<file path="src/rtl/axi_crossbar_w_route.sv">
// W-channel router: steers each burst to the master picked by its queued command, or swallows it and answers DECERR.
// Optional AXI_XBAR_W_ROUTE_REG_EN adds a 2-entry skid on the master path (+1 cycle, full rate, registered ready).
module axi_crossbar_w_route #(
   parameter int M_COUNT    = 4,
   parameter int DATA_WIDTH = 32,
   parameter int STRB_WIDTH = DATA_WIDTH/8,
   parameter int ID_WIDTH   = 8,
   parameter int CMD_DEPTH  = 4
) (
   input  logic                       clk,
   input  logic                       rst,
   input  logic [$clog2(M_COUNT)-1:0] s_wc_select,
   input  logic                       s_wc_decerr,
   input  logic [ID_WIDTH-1:0]        s_wc_id,
   input  logic                       s_wc_valid,
   output logic                       s_wc_ready,
   input  logic [DATA_WIDTH-1:0]      s_axi_wdata,
   input  logic [STRB_WIDTH-1:0]      s_axi_wstrb,
   input  logic                       s_axi_wlast,
   input  logic                       s_axi_wvalid,
   output logic                       s_axi_wready,
   output logic [DATA_WIDTH-1:0]      m_axi_wdata,
   output logic [STRB_WIDTH-1:0]      m_axi_wstrb,
   output logic                       m_axi_wlast,
   output logic [M_COUNT-1:0]         m_axi_wvalid,
   input  logic [M_COUNT-1:0]         m_axi_wready,
   output logic [ID_WIDTH-1:0]        m_decerr_bid,
   output logic [1:0]                 m_decerr_bresp,
   output logic                       m_decerr_bvalid,
   input  logic                       m_decerr_bready
);
   localparam int SEL_W = $clog2(M_COUNT);
   localparam int AW    = $clog2(CMD_DEPTH);
   localparam int PW    = AW + 1;
   localparam logic [PW-1:0] PTR_ONE = 1;

   localparam logic [1:0] ST_IDLE    = 2'd0;
   localparam logic [1:0] ST_ROUTE   = 2'd1;
   localparam logic [1:0] ST_DISCARD = 2'd2;
   localparam logic [1:0] ST_RESP    = 2'd3;

   logic [SEL_W-1:0]    cmd_sel_mem [CMD_DEPTH];
   logic                cmd_dec_mem [CMD_DEPTH];
   logic [ID_WIDTH-1:0] cmd_id_mem  [CMD_DEPTH];
   logic [PW-1:0]       wr_ptr_q, rd_ptr_q;
   logic                cmd_full, cmd_empty, cmd_push, cmd_pop;
   logic [SEL_W-1:0]    head_sel;
   logic                head_dec;
   logic [ID_WIDTH-1:0] head_id;

   logic [1:0]          state_q, state_d;
   logic                bvalid_q, bvalid_d;
   logic [ID_WIDTH-1:0] bid_q, bid_d;
   logic [1:0]          bresp_q, bresp_d;
   logic                route_vld, route_rdy;

   // Extra pointer bit tells full (MSBs differ) from empty (pointers equal).
   assign cmd_full  = (wr_ptr_q[AW] != rd_ptr_q[AW]) && (wr_ptr_q[AW-1:0] == rd_ptr_q[AW-1:0]);
   assign cmd_empty = (wr_ptr_q == rd_ptr_q);
   assign s_wc_ready = ~rst & ~cmd_full;
   assign cmd_push  = s_wc_valid & s_wc_ready;
   assign head_sel  = cmd_sel_mem[rd_ptr_q[AW-1:0]];
   assign head_dec  = cmd_dec_mem[rd_ptr_q[AW-1:0]];
   assign head_id   = cmd_id_mem[rd_ptr_q[AW-1:0]];

   always_ff @(posedge clk) begin
      if (cmd_push) begin
         cmd_sel_mem[wr_ptr_q[AW-1:0]] <= s_wc_select;
         cmd_dec_mem[wr_ptr_q[AW-1:0]] <= s_wc_decerr;
         cmd_id_mem[wr_ptr_q[AW-1:0]]  <= s_wc_id;
      end
   end

   always_ff @(posedge clk or posedge rst) begin
      if (rst) begin
         wr_ptr_q <= '0;
         rd_ptr_q <= '0;
         state_q  <= ST_IDLE;
         bvalid_q <= 1'b0;
         bid_q    <= '0;
         bresp_q  <= 2'b00;
      end else begin
         if (cmd_push) wr_ptr_q <= wr_ptr_q + PTR_ONE;
         if (cmd_pop)  rd_ptr_q <= rd_ptr_q + PTR_ONE;
         state_q  <= state_d;
         bvalid_q <= bvalid_d;
         bid_q    <= bid_d;
         bresp_q  <= bresp_d;
      end
   end

   // The head stays queued for the whole burst and is popped only once it is fully done.
   always_comb begin
      state_d      = state_q;
      cmd_pop      = 1'b0;
      bvalid_d     = bvalid_q;
      bid_d        = bid_q;
      bresp_d      = bresp_q;
      s_axi_wready = 1'b0;
      route_vld    = 1'b0;
      case (state_q)
         ST_IDLE: begin
            if (!cmd_empty) state_d = head_dec ? ST_DISCARD : ST_ROUTE;
         end
         ST_ROUTE: begin
            route_vld    = s_axi_wvalid;
            s_axi_wready = route_rdy;
            if (s_axi_wvalid && route_rdy && s_axi_wlast) begin
               cmd_pop = 1'b1;
               state_d = ST_IDLE;
            end
         end
         ST_DISCARD: begin
            s_axi_wready = 1'b1;
            if (s_axi_wvalid && s_axi_wlast) begin
               state_d  = ST_RESP;
               bvalid_d = 1'b1;
               bid_d    = head_id;
               bresp_d  = 2'b11;
            end
         end
         ST_RESP: begin
            if (m_decerr_bready) begin
               bvalid_d = 1'b0;
               cmd_pop  = 1'b1;
               state_d  = ST_IDLE;
            end
         end
         default: state_d = ST_IDLE;
      endcase
   end

   assign m_decerr_bvalid = bvalid_q;
   assign m_decerr_bid    = bid_q;
   assign m_decerr_bresp  = bresp_q;

`ifdef AXI_XBAR_W_ROUTE_REG_EN
   // Each skid entry carries its own select: the FSM may already be on the next command.
   logic [SEL_W-1:0]      sk_sel_q  [2];
   logic [DATA_WIDTH-1:0] sk_data_q [2];
   logic [STRB_WIDTH-1:0] sk_strb_q [2];
   logic                  sk_last_q [2];
   logic                  sk_wp_q, sk_rp_q;
   logic [1:0]            sk_cnt_q;
   logic                  sk_push, sk_pop, sk_out_vld;

   assign route_rdy  = (sk_cnt_q != 2'd2);
   assign sk_push    = route_vld & route_rdy;
   assign sk_out_vld = (sk_cnt_q != 2'd0);
   assign sk_pop     = sk_out_vld & m_axi_wready[sk_sel_q[sk_rp_q]];

   always_ff @(posedge clk) begin
      if (sk_push) begin
         sk_sel_q[sk_wp_q]  <= head_sel;
         sk_data_q[sk_wp_q] <= s_axi_wdata;
         sk_strb_q[sk_wp_q] <= s_axi_wstrb;
         sk_last_q[sk_wp_q] <= s_axi_wlast;
      end
   end

   always_ff @(posedge clk or posedge rst) begin
      if (rst) begin
         sk_wp_q  <= 1'b0;
         sk_rp_q  <= 1'b0;
         sk_cnt_q <= 2'd0;
      end else begin
         if (sk_push) sk_wp_q <= ~sk_wp_q;
         if (sk_pop)  sk_rp_q <= ~sk_rp_q;
         sk_cnt_q <= sk_cnt_q + {1'b0, sk_push} - {1'b0, sk_pop};
      end
   end

   always_comb begin
      m_axi_wvalid                    = '0;
      m_axi_wvalid[sk_sel_q[sk_rp_q]] = sk_out_vld;
   end
   assign m_axi_wdata = sk_data_q[sk_rp_q];
   assign m_axi_wstrb = sk_strb_q[sk_rp_q];
   assign m_axi_wlast = sk_last_q[sk_rp_q];
`else
   assign route_rdy = m_axi_wready[head_sel];

   always_comb begin
      m_axi_wvalid           = '0;
      m_axi_wvalid[head_sel] = route_vld;
   end
   assign m_axi_wdata = s_axi_wdata;
   assign m_axi_wstrb = s_axi_wstrb;
   assign m_axi_wlast = s_axi_wlast;
`endif

endmodule

</file>
<file path="config.mk">
export PLATFORM = sky130hd
export DESIGN_NAME = axi_crossbar_w_route
export DESIGN_NICKNAME = d
export VERILOG_FILES = /design/src/rtl/axi_crossbar_w_route.sv
export SDC_FILE = /design/constraint.sdc
export NUM_CORES = 1
export LEC_CHECK = 0
export ABC_CLOCK_PERIOD_IN_PS = 2300
export BUFFER_PORTS_ARGS = -buffer_cell sky130_fd_sc_hd__buf_2
export CAP_MARGIN = 20
export CORE_MARGIN = 1
export CORE_UTILIZATION = 44
export DETAILED_ROUTE_END_ITERATION = 8
export PLACE_DENSITY = 0.76
export SLEW_MARGIN = 20
export SYNTH_ARGS = -nofsm -noshare
export SYNTH_HDL_FRONTEND = slang
export SYNTH_SLANG_ARGS = --single-unit
</file>
<file path="constraint.sdc">
create_clock -name clk -period 2.3 [get_ports clk]
set_clock_uncertainty 0.1 [all_clocks]
set_input_delay 0.23 -clock clk [delete_from_list [all_inputs] [get_ports clk]]
set_output_delay 0.23 -clock clk [all_outputs]
set_load 0.01 [all_outputs]
</file>
Word level (Yosys, flattened, before mapping):

Memory sizes are Yosys's and may differ from the RTL's. A register that Yosys moved wholly into a read port is not among the register bits.
Cells that the tools add are included.
Widths: inputs -> output; s select.

* register bits after elaboration: 10
* bits in latches: 0
* RAM bits: 44
* bits in read-only memories: 0
* input bits: 57
* logic and storage cells: 57
* memories kept: 3

Memory list
* cmd_id_mem: words 4, width 8, read ports 1, clocked after Yosys merged registers in 1, write ports 1, RTL line 44 `logic [ID_WIDTH-1:0] cmd_id_mem [CMD_DEPTH];`
* cmd_sel_mem: words 4, width 2, read ports 1, clocked after Yosys merged registers in 0, write ports 1, RTL line 42 `logic [SEL_W-1:0] cmd_sel_mem [CMD_DEPTH];`
* cmd_dec_mem: words 4, width 1, read ports 1, clocked after Yosys merged registers in 0, write ports 1, RTL line 43 `logic cmd_dec_mem [CMD_DEPTH];`

* add/subtract/negate cells: 2
* multipliers: 0
* divide/modulo/power cells: 0
* magnitude comparators: 2
* eq/ne operators: 10
* shift operators: 0
* multiplexer cells: 20
* bitwise logic cells: 5
* reduce and logical (&&, ||, !) cells: 10

Operators by type and width (number)
* $mux 2: 5
* $mux 1: 9
* $ne 2x2->1 const B: 4
* $pmux 2 s4: 1
* $add 3x1->3 const B: 2
* $pmux 1 s2: 3
* $logic_and 1x1->1: 5
* $and 4x4->4: 1
* $eq 2x2->1 const B: 2
* $reduce_and 4->1: 1
* $eq 3x3->1: 1
* $lt 2x3->1 const B: 1
* $reduce_and 3->1: 1
* $and 1x1->1: 2
* $bmux 1 s2: 1
* $demux 1 s2: 1
* $eq 2x1->1 const B: 1
* $eq 2x2->1: 1
* $ge 2x1->1 const B: 1
* $logic_not 2->1: 1
* $not 1->1: 2
* $reduce_and 2->1: 1
* $reduce_bool 2->1: 1
* $ne 1x1->1: 1

Longest topological paths before layout:

Gate-level depths: netlist (run 1).

* depth after elaboration: 7
* mapped depth: 6
* gate-level depth less buffers: 6

Least setup slack after synthesis (run 1):

OpenSTA, ideal clock, no wires.

* path type: flip-flop to flip-flop
* from: register rd_ptr_q[0]
* to: register state_q[1]
* data arrival time: 2006 ps
* required time: 2075 ps
* slack: 69 ps
* cell stages (with the launch flop): 7
* path buffers: 1
* period minus slack after synthesis: 2231 ps
* cells stage by stage: dfrtp_1 buf_6 mux4_2 mux2i_1 or3_4 a31oi_4 mux2_4

* cells in the longest elaborated chain, start to end: 7
* elaborated cells on any way between the ends: 13
* those cells by class: 3 x eq/ne; 5 x mux; 3 x reduce/logical; 2 x memory

RTL lines
* start: declaration: RTL line 45 `logic [PW-1:0] wr_ptr_q, rd_ptr_q;`
* start signal: assignment: RTL line 84 `if (cmd_pop) rd_ptr_q <= rd_ptr_q + PTR_ONE;`
* $mem_v2 4x2
* $bmux 1 s2: RTL line 181 `assign route_rdy = m_axi_wready[head_sel];`
* $mux 1 (not written as such): RTL line 181
* $logic_and 1x1->1 (2 in series): RTL line 108 `if (s_axi_wvalid && route_rdy && s_axi_wlast) begin`
* $ne 2x2->1 (no source line)
* $reduce_and 4->1 (no source line)
* end signal: assignment: RTL line 85 `state_q <= state_d;`
* end: declaration: RTL line 51 `logic [1:0] state_q, state_d;`

Several ways; a longest one is shown, not always the timed one. The select of a mux whose other input is x is not followed.
A chain may end at the register's enable or synchronous reset.

Final worst setup path (run 1):

* from: register rd_ptr_q[0]
* to: output s_axi_wready

* cells in the longest elaborated chain, start to end: 4

RTL lines
* $mem_v2 4x2
* $bmux 1 s2: RTL line 181
* $mux 1 (not written as such): RTL line 181
* $pmux 1 s2: RTL line 101 `case (state_q)`
* end: declaration: RTL line 21 `output logic s_axi_wready,`

Every way passes these cells. The select of a mux whose other input is x is not followed.

==> impl_metrics.tcl, run 1 <==
set metrics [dict create \
    status "finished with violations" \
    failed_checks "setup timing" \
    port_buffers 38 \
    yosys_warnings 0 \
    ir_worst_vdd_v 0.000612 \
    synthTopCellsByArea "edfxtp_1, dfrtp_1, buf_4" \
    worst_pin_slew_ps 736 \
    fp.dieArea_mm2 0.00698 \
    grt_overflow 0 \
    syn_inst 192 \
    ioPinCount 111 \
    p_per_area_mw_per_mm2 1190 \
    crit_fanout 3 \
    cp-start-kind "flop" \
    critPathKind "reg2out" \
    antenna_found_initial 0 \
    grt_pass1_vias 1631 \
    dr.first_iter.drc_count 59 \
    mostFrequentLayoutCells "edfxtp_1, buf_2, buf_4" \
    cts_tree "built" \
    num-nets-final 292 \
    syn_avg_cell_area_um2 15.2 \
    relSlewSlack_pct 50.9 \
    core_area_mm2 0.00639 \
    final_common_cell "edfxtp_1" \
    grt_use_met1_pct 18.3 \
    diodes 0 \
    initial_core_util_pct 45.8 \
    vias 1572 \
    avgViaCountPerCell 5.12 \
    grt_use_met2_pct 25.4 \
    clkTransAtPathRegs_ps 60 \
    root_buffer "clkbuf_8" \
    fin_area_mm2 0.00328 \
    tns_ps -152 \
    grt_max_degree 19 \
    drc 0 \
    ys_ff_latch 62 \
    clk_latency_ps 330 \
    crit_required_ps 1970 \
    finalSetupViolations 4 \
    drv_slew 0 \
    area.growth.synth_to_final_pct 11.9 \
    firstDrtPassIters 4 \
    setup_slack_ps -64.5 \
    synth_nets 259 \
    synth_top_area_share_pct 45.1 \
    rsz0062_at_grt "yes" \
    cap_violations 0 \
    finalPower_mw 3.89 \
    ys_types 34 \
    min_period_ps 2360 \
    endpoint_kind "output pin" \
    cts_made_buffers 9 \
    die_w_um 83.6 \
    top_usage_layer "met2" \
    die_h_um 83.6 \
    finalCritPeriodShare_pct 103 \
    hold_class "in2reg" \
    yosysSeqAreaShare_pct 60.5 \
    num_rows 29 \
    p_leak_nw 1.32 \
    gr-usage-met3_pct 5.14 \
    grt_pass1_wl_um 8060 \
    synth_area_mm2 0.00293 \
    drive_gt1_share_pct 42.2 \
    placed_area_mm2 0.00302 \
    h-tree-depth 3 \
    fmax_mhz 423 \
    routed_wirelength_um 5090 \
    clock_sinks 62 \
    arrival_ps 2030 \
    timing_hold_violations_final 0 \
    wl_per_cell_um 16.6 \
    dpl.hpwl_um 3430 \
    place.gp.congestion 0.806 \
    final_antenna_net_count 0 \
    synth_top_cell_by_area "edfxtp_1" \
    cts_max_path_buffers 2 \
    grtUsageTotal_pct 15.6 \
]
-- power breakdown --
part | total [mW] | leakage [nW] | internal (mW) | switching, mW
registers | 1.59 | 0.615 | 1.46 | 0.132
clock network | 0.765 | 0.0761 | 0.388 | 0.377
logic | 1.54 | 0.631 | 0.814 | 0.725
total | 3.89 | 1.32 | 2.66 | 1.23
-- cell type report --
type                    instances  area, um2
flip-flops and latches         62       1770
fillers                       546       3110
clock inverters                 2       8.76
well taps                      77       96.3
clock buffers                  14        143
multi-input cells              81        837
inverters                       8       30.0
repair buffers                 63        389
-- synthesized netlist by cell type --
| library cell | n |
|---|---|
| mux4_2 | 11 |
| nand3_1 | 2 |
| mux2_1 | 1 |
| buf_1 | 1 |
| xnor2_1 | 5 |
| mux2i_1 | 4 |
| edfxtp_1 | 44 |
| mux2_4 | 1 |
| nor3_1 | 2 |
| a31oi_4 | 1 |
| and3_1 | 4 |
| and2_1 | 3 |
| or3_4 | 1 |
| nor2_2 | 1 |
| clkinv_1 | 1 |
| nand2b_1 | 2 |
| inv_1 | 7 |
| a31oi_1 | 1 |
| o311ai_1 | 1 |
| dfrtp_1 | 18 |
| buf_2 | 1 |
| buf_6 | 1 |
| nand3b_1 | 2 |
| o22ai_1 | 1 |
| o21ai_0 | 2 |
| ha_1 | 10 |
| nand2_1 | 9 |
| o21ai_1 | 3 |
| mux2_2 | 8 |
| buf_4 | 38 |
| a21oi_1 | 1 |
| xor2_1 | 2 |
| nor2_1 | 2 |
| nor2b_1 | 1 |
-- through the flow --
stage | instances | utilization (%) | hold WS (ps) | setup WS [ps]
6_report | 307 | 51.3 | 11.4 | -64.5
4_1_cts | 306 | 51.0 | 0.384 | -34.1
3_3_place_gp | 281 | 47.3 | 332 | 115
2_1_floorplan | 192 | - | 68.6 | 68.6
5_1_grt | 307 | 51.3 | 5.31 | -174
3_5_place_dp | 281 | 47.3 | 332 | 75.0
-- routing by layer --
| layer | vias to the layer above | wire (um) |
|---|---|---|
| met3 | 22 | 293 |
| li1 | 723 | - |
| met4 | 0 | 151 |
| met5 | - | 0 |
| met1 | 786 | 2160 |
| met2 | 41 | 2490 |
-- state kept, by name, indices dropped and copies added, names as in the netlist --
| signal | cells |
|---|---|
| m_decerr_bid | 8 |
| rd_ptr_q | 3 |
| cmd_id_mem | 32 |
| wr_ptr_q | 3 |
| cmd_sel_mem | 8 |
| m_decerr_bresp | 1 |
| state_q | 2 |
| cmd_dec_mem | 4 |
| m_decerr_bvalid | 1 |
-- logic make-up after synthesis --
kind of cell | after synthesis | share of synthesized area [%]
compound gates | 10 | 2.48
xor+xnor | 7 | 2.09
fa+ha+maj | 10 | 4.28
buf+inv | 49 | 11.5
flops | 62 | 60.5
mux | 25 | 13.8
simple gates | 29 | 5.34
-- critical path, cell delays in order, from the launching register on --
cell,delay (ps)
dfrtp_1,380
mux4_2,580
mux2i_2,270
mux2i_2,110
a21oi_1,160
nor2b_1,60
buf_2,140
-- worst paths after layout --
check / end / slack, ps / depth (start not counted) / from
worst max-delay path: s_axi_wready / -60 / 6 / rd_ptr_q[0]
worst min-delay path: cmd_sel_mem[2][0] / 10 / 1 / s_wc_select[0]
worst max register to register: state_q[1] / -60 / 6 / rd_ptr_q[0]
worst min register to register: m_decerr_bresp[0] / 390 / 1 / m_decerr_bresp[0]
max in group asynchronous: wr_ptr_q[1] / 1140 / 3 / rst
min in group asynchronous: rd_ptr_q[1] / 490 / 3 / rst
-- timing repair --
item / in CTS / in global routing
gates resized for setup: 3 / 2
endpoints found under the hold margin: 26 / 0
pin swaps: 2 / 0
setup buffers: 6 / 1
hold buffers: 3 / 0
endpoints found under the setup margin: 1 / 8
No activity file was read; power rests on OpenSTA's default activity.
==> inputs of run 2 (changes only) <==
--- a/config.mk
+++ b/config.mk
@@ -12,6 +12,7 @@
 export CORE_UTILIZATION = 44
 export DETAILED_ROUTE_END_ITERATION = 8
 export PLACE_DENSITY = 0.76
+export SETUP_SLACK_MARGIN = 0.2
 export SLEW_MARGIN = 20
 export SYNTH_ARGS = -nofsm -noshare
 export SYNTH_HDL_FRONTEND = slang
==> run 2 against run 1 <==
Net effect:
- the flow still finishes with violations (setup timing)
- design area is 1.1% higher
- critical path depth increased by 1
- wire length decreased by 2.2%
- largest cell class unchanged
- highest routed layer unchanged
==> impl_metrics.tcl, run 2 (synthesis gave the netlist of run 1 again) <==
set metrics [dict create \
    status "finished with violations" \
    failed_checks "setup timing" \
    drv_slew 0 \
    antenna_found_initial 0 \
    grt_pass1_wl_um 7950 \
    cts_made_buffers 9 \
    hold_class "in2reg" \
    die_w_um 83.6 \
    p_leak_nw 1.35 \
    root_buffer "clkbuf_8" \
    rsz0062_at_grt "yes" \
    clkTransAtPathRegs_ps 70 \
    avgViaCountPerCell 5.21 \
    drc 0 \
    ir_worst_vdd_v 0.000691 \
    drive_gt1_share_pct 44.9 \
    dpl.hpwl_um 3440 \
    min_period_ps 2360 \
    largest_reg_flops 32 \
    fmax_mhz 424 \
    grtUsageTotal_pct 15.3 \
    endpoint_kind "output pin" \
    firstDrtPassIters 4 \
    grt_pass1_vias 1614 \
    ioPinCount 111 \
    num_rows 29 \
    clk_latency_ps 330 \
    place.gp.congestion 0.753 \
    cp-start-kind "flop" \
    critPathKind "reg2out" \
    port_buffers 38 \
    mostFrequentLayoutCells "edfxtp_1, buf_2, dfrtp_1" \
    p_per_area_mw_per_mm2 1210 \
    fp.dieArea_mm2 0.00698 \
    vias 1572 \
    post-place-ws_ps 71.4 \
    h-tree-depth 3 \
    cts_max_path_buffers 2 \
    initial_core_util_pct 45.8 \
    setup_slack_ps -57.1 \
    wl_per_cell_um 16.5 \
    cts_tree "built" \
    timing_hold_violations_final 0 \
    core_area_mm2 0.00639 \
    clock_sinks 62 \
    die_h_um 83.6 \
    routed_wirelength_um 4980 \
    dr.first_iter.drc_count 48 \
    final_antenna_net_count 0 \
    finalSetupViolations 1 \
    crit_fanout 4 \
    arrival_ps 2030 \
    grt_overflow 0 \
    final_common_cell "edfxtp_1" \
    diodes 0 \
    grt_max_degree 19 \
    relSlewSlack_pct 46.8 \
    num-nets-final 287 \
    cap_violations 0 \
    timing.hold.ws_ps 17.7 \
    area.growth.synth_to_final_pct 13.2 \
    crit_required_ps 1970 \
    finalCritPeriodShare_pct 102 \
    worst_pin_slew_ps 797 \
]
run 2: cell types whose count changed in the layout (fill, tap and decap cells not counted), sizes merged:
cell         before  now
clkbuf           14   11
dlygate4sd3       3    2
bufinv            0    1
clkinv            3    5
buf              60   56
run 2: routing by layer:
metal / GRT usage [%] / routed length [um] / vias up
met5: 0 / 0 / -
met1: 18.7 / 2080 / 775
met2: 24.0 / 2400 / 67
met3: 5.14 / 337 / 20
li1: - / - / 710
met4: 8.47 / 158 / 0
run 2: where the power goes:
group | switching (mW) | internal, mW
registers | 0.136 | 1.46
logic | 0.716 | 0.806
clock network | 0.392 | 0.493
run 2: what timing repair did:
action                                  4_1_cts  5_1_grt
pin swaps                                     3        2
endpoints found under the setup margin        6       41
setup buffers                                 5        1
gates resized for setup                       6        5
endpoints found under the hold margin        18        0
hold buffers                                  2        0
run 2: worst paths after layout:
kind                            startpoint                to  slack [ps]  cells after the start
max                            rd_ptr_q[0]      s_axi_wready         -60                      7
min                             s_wc_id[7]  cmd_id_mem[2][7]          20                      1
max reg2reg                    rd_ptr_q[0]        state_q[1]           0                      6
min reg2reg                m_decerr_bvalid   m_decerr_bvalid         380                      2
max in group asynchronous              rst   m_decerr_bid[3]        1080                      3
min in group asynchronous              rst        state_q[0]         520                      3
run 2: critical path, cell delays in order (launching register included):
cell and delay [ps]:
dfrtp_1 360, mux4_2 570, mux2i_2 190, buf_4 140
mux2i_1 120, a21oi_1 80, nor2b_1 100, buf_2 130
run 2: area by class of cell:
class | count | area, um2
Fill cell | 538 | 3070
Timing Repair Buffer | 58 | 369
Sequential cell | 62 | 1770
Clock inverter | 5 | 50.0
Multi-Input combinational cell | 81 | 863
Tap cell | 77 | 96.3
Clock buffer | 11 | 131
Inverter | 8 | 30.0
run 2: through the flow:
step | setup TNS [ps] | utilization (%) | cell area (um2) | power, mW | std cells
final | -57.1 | 51.9 | 3310 | 4.00 | 302
after global routing | -231 | 51.9 | 3310 | 4.24 | 302
after CTS | -81.3 | 51.3 | 3270 | 3.99 | 301
after detailed placement | 0 | 47.1 | 3010 | 2.97 | 278
after global placement | 0 | 47.1 | 3010 | 2.95 | 278
after floorplan | 0 | - | 2930 | 2.63 | 192
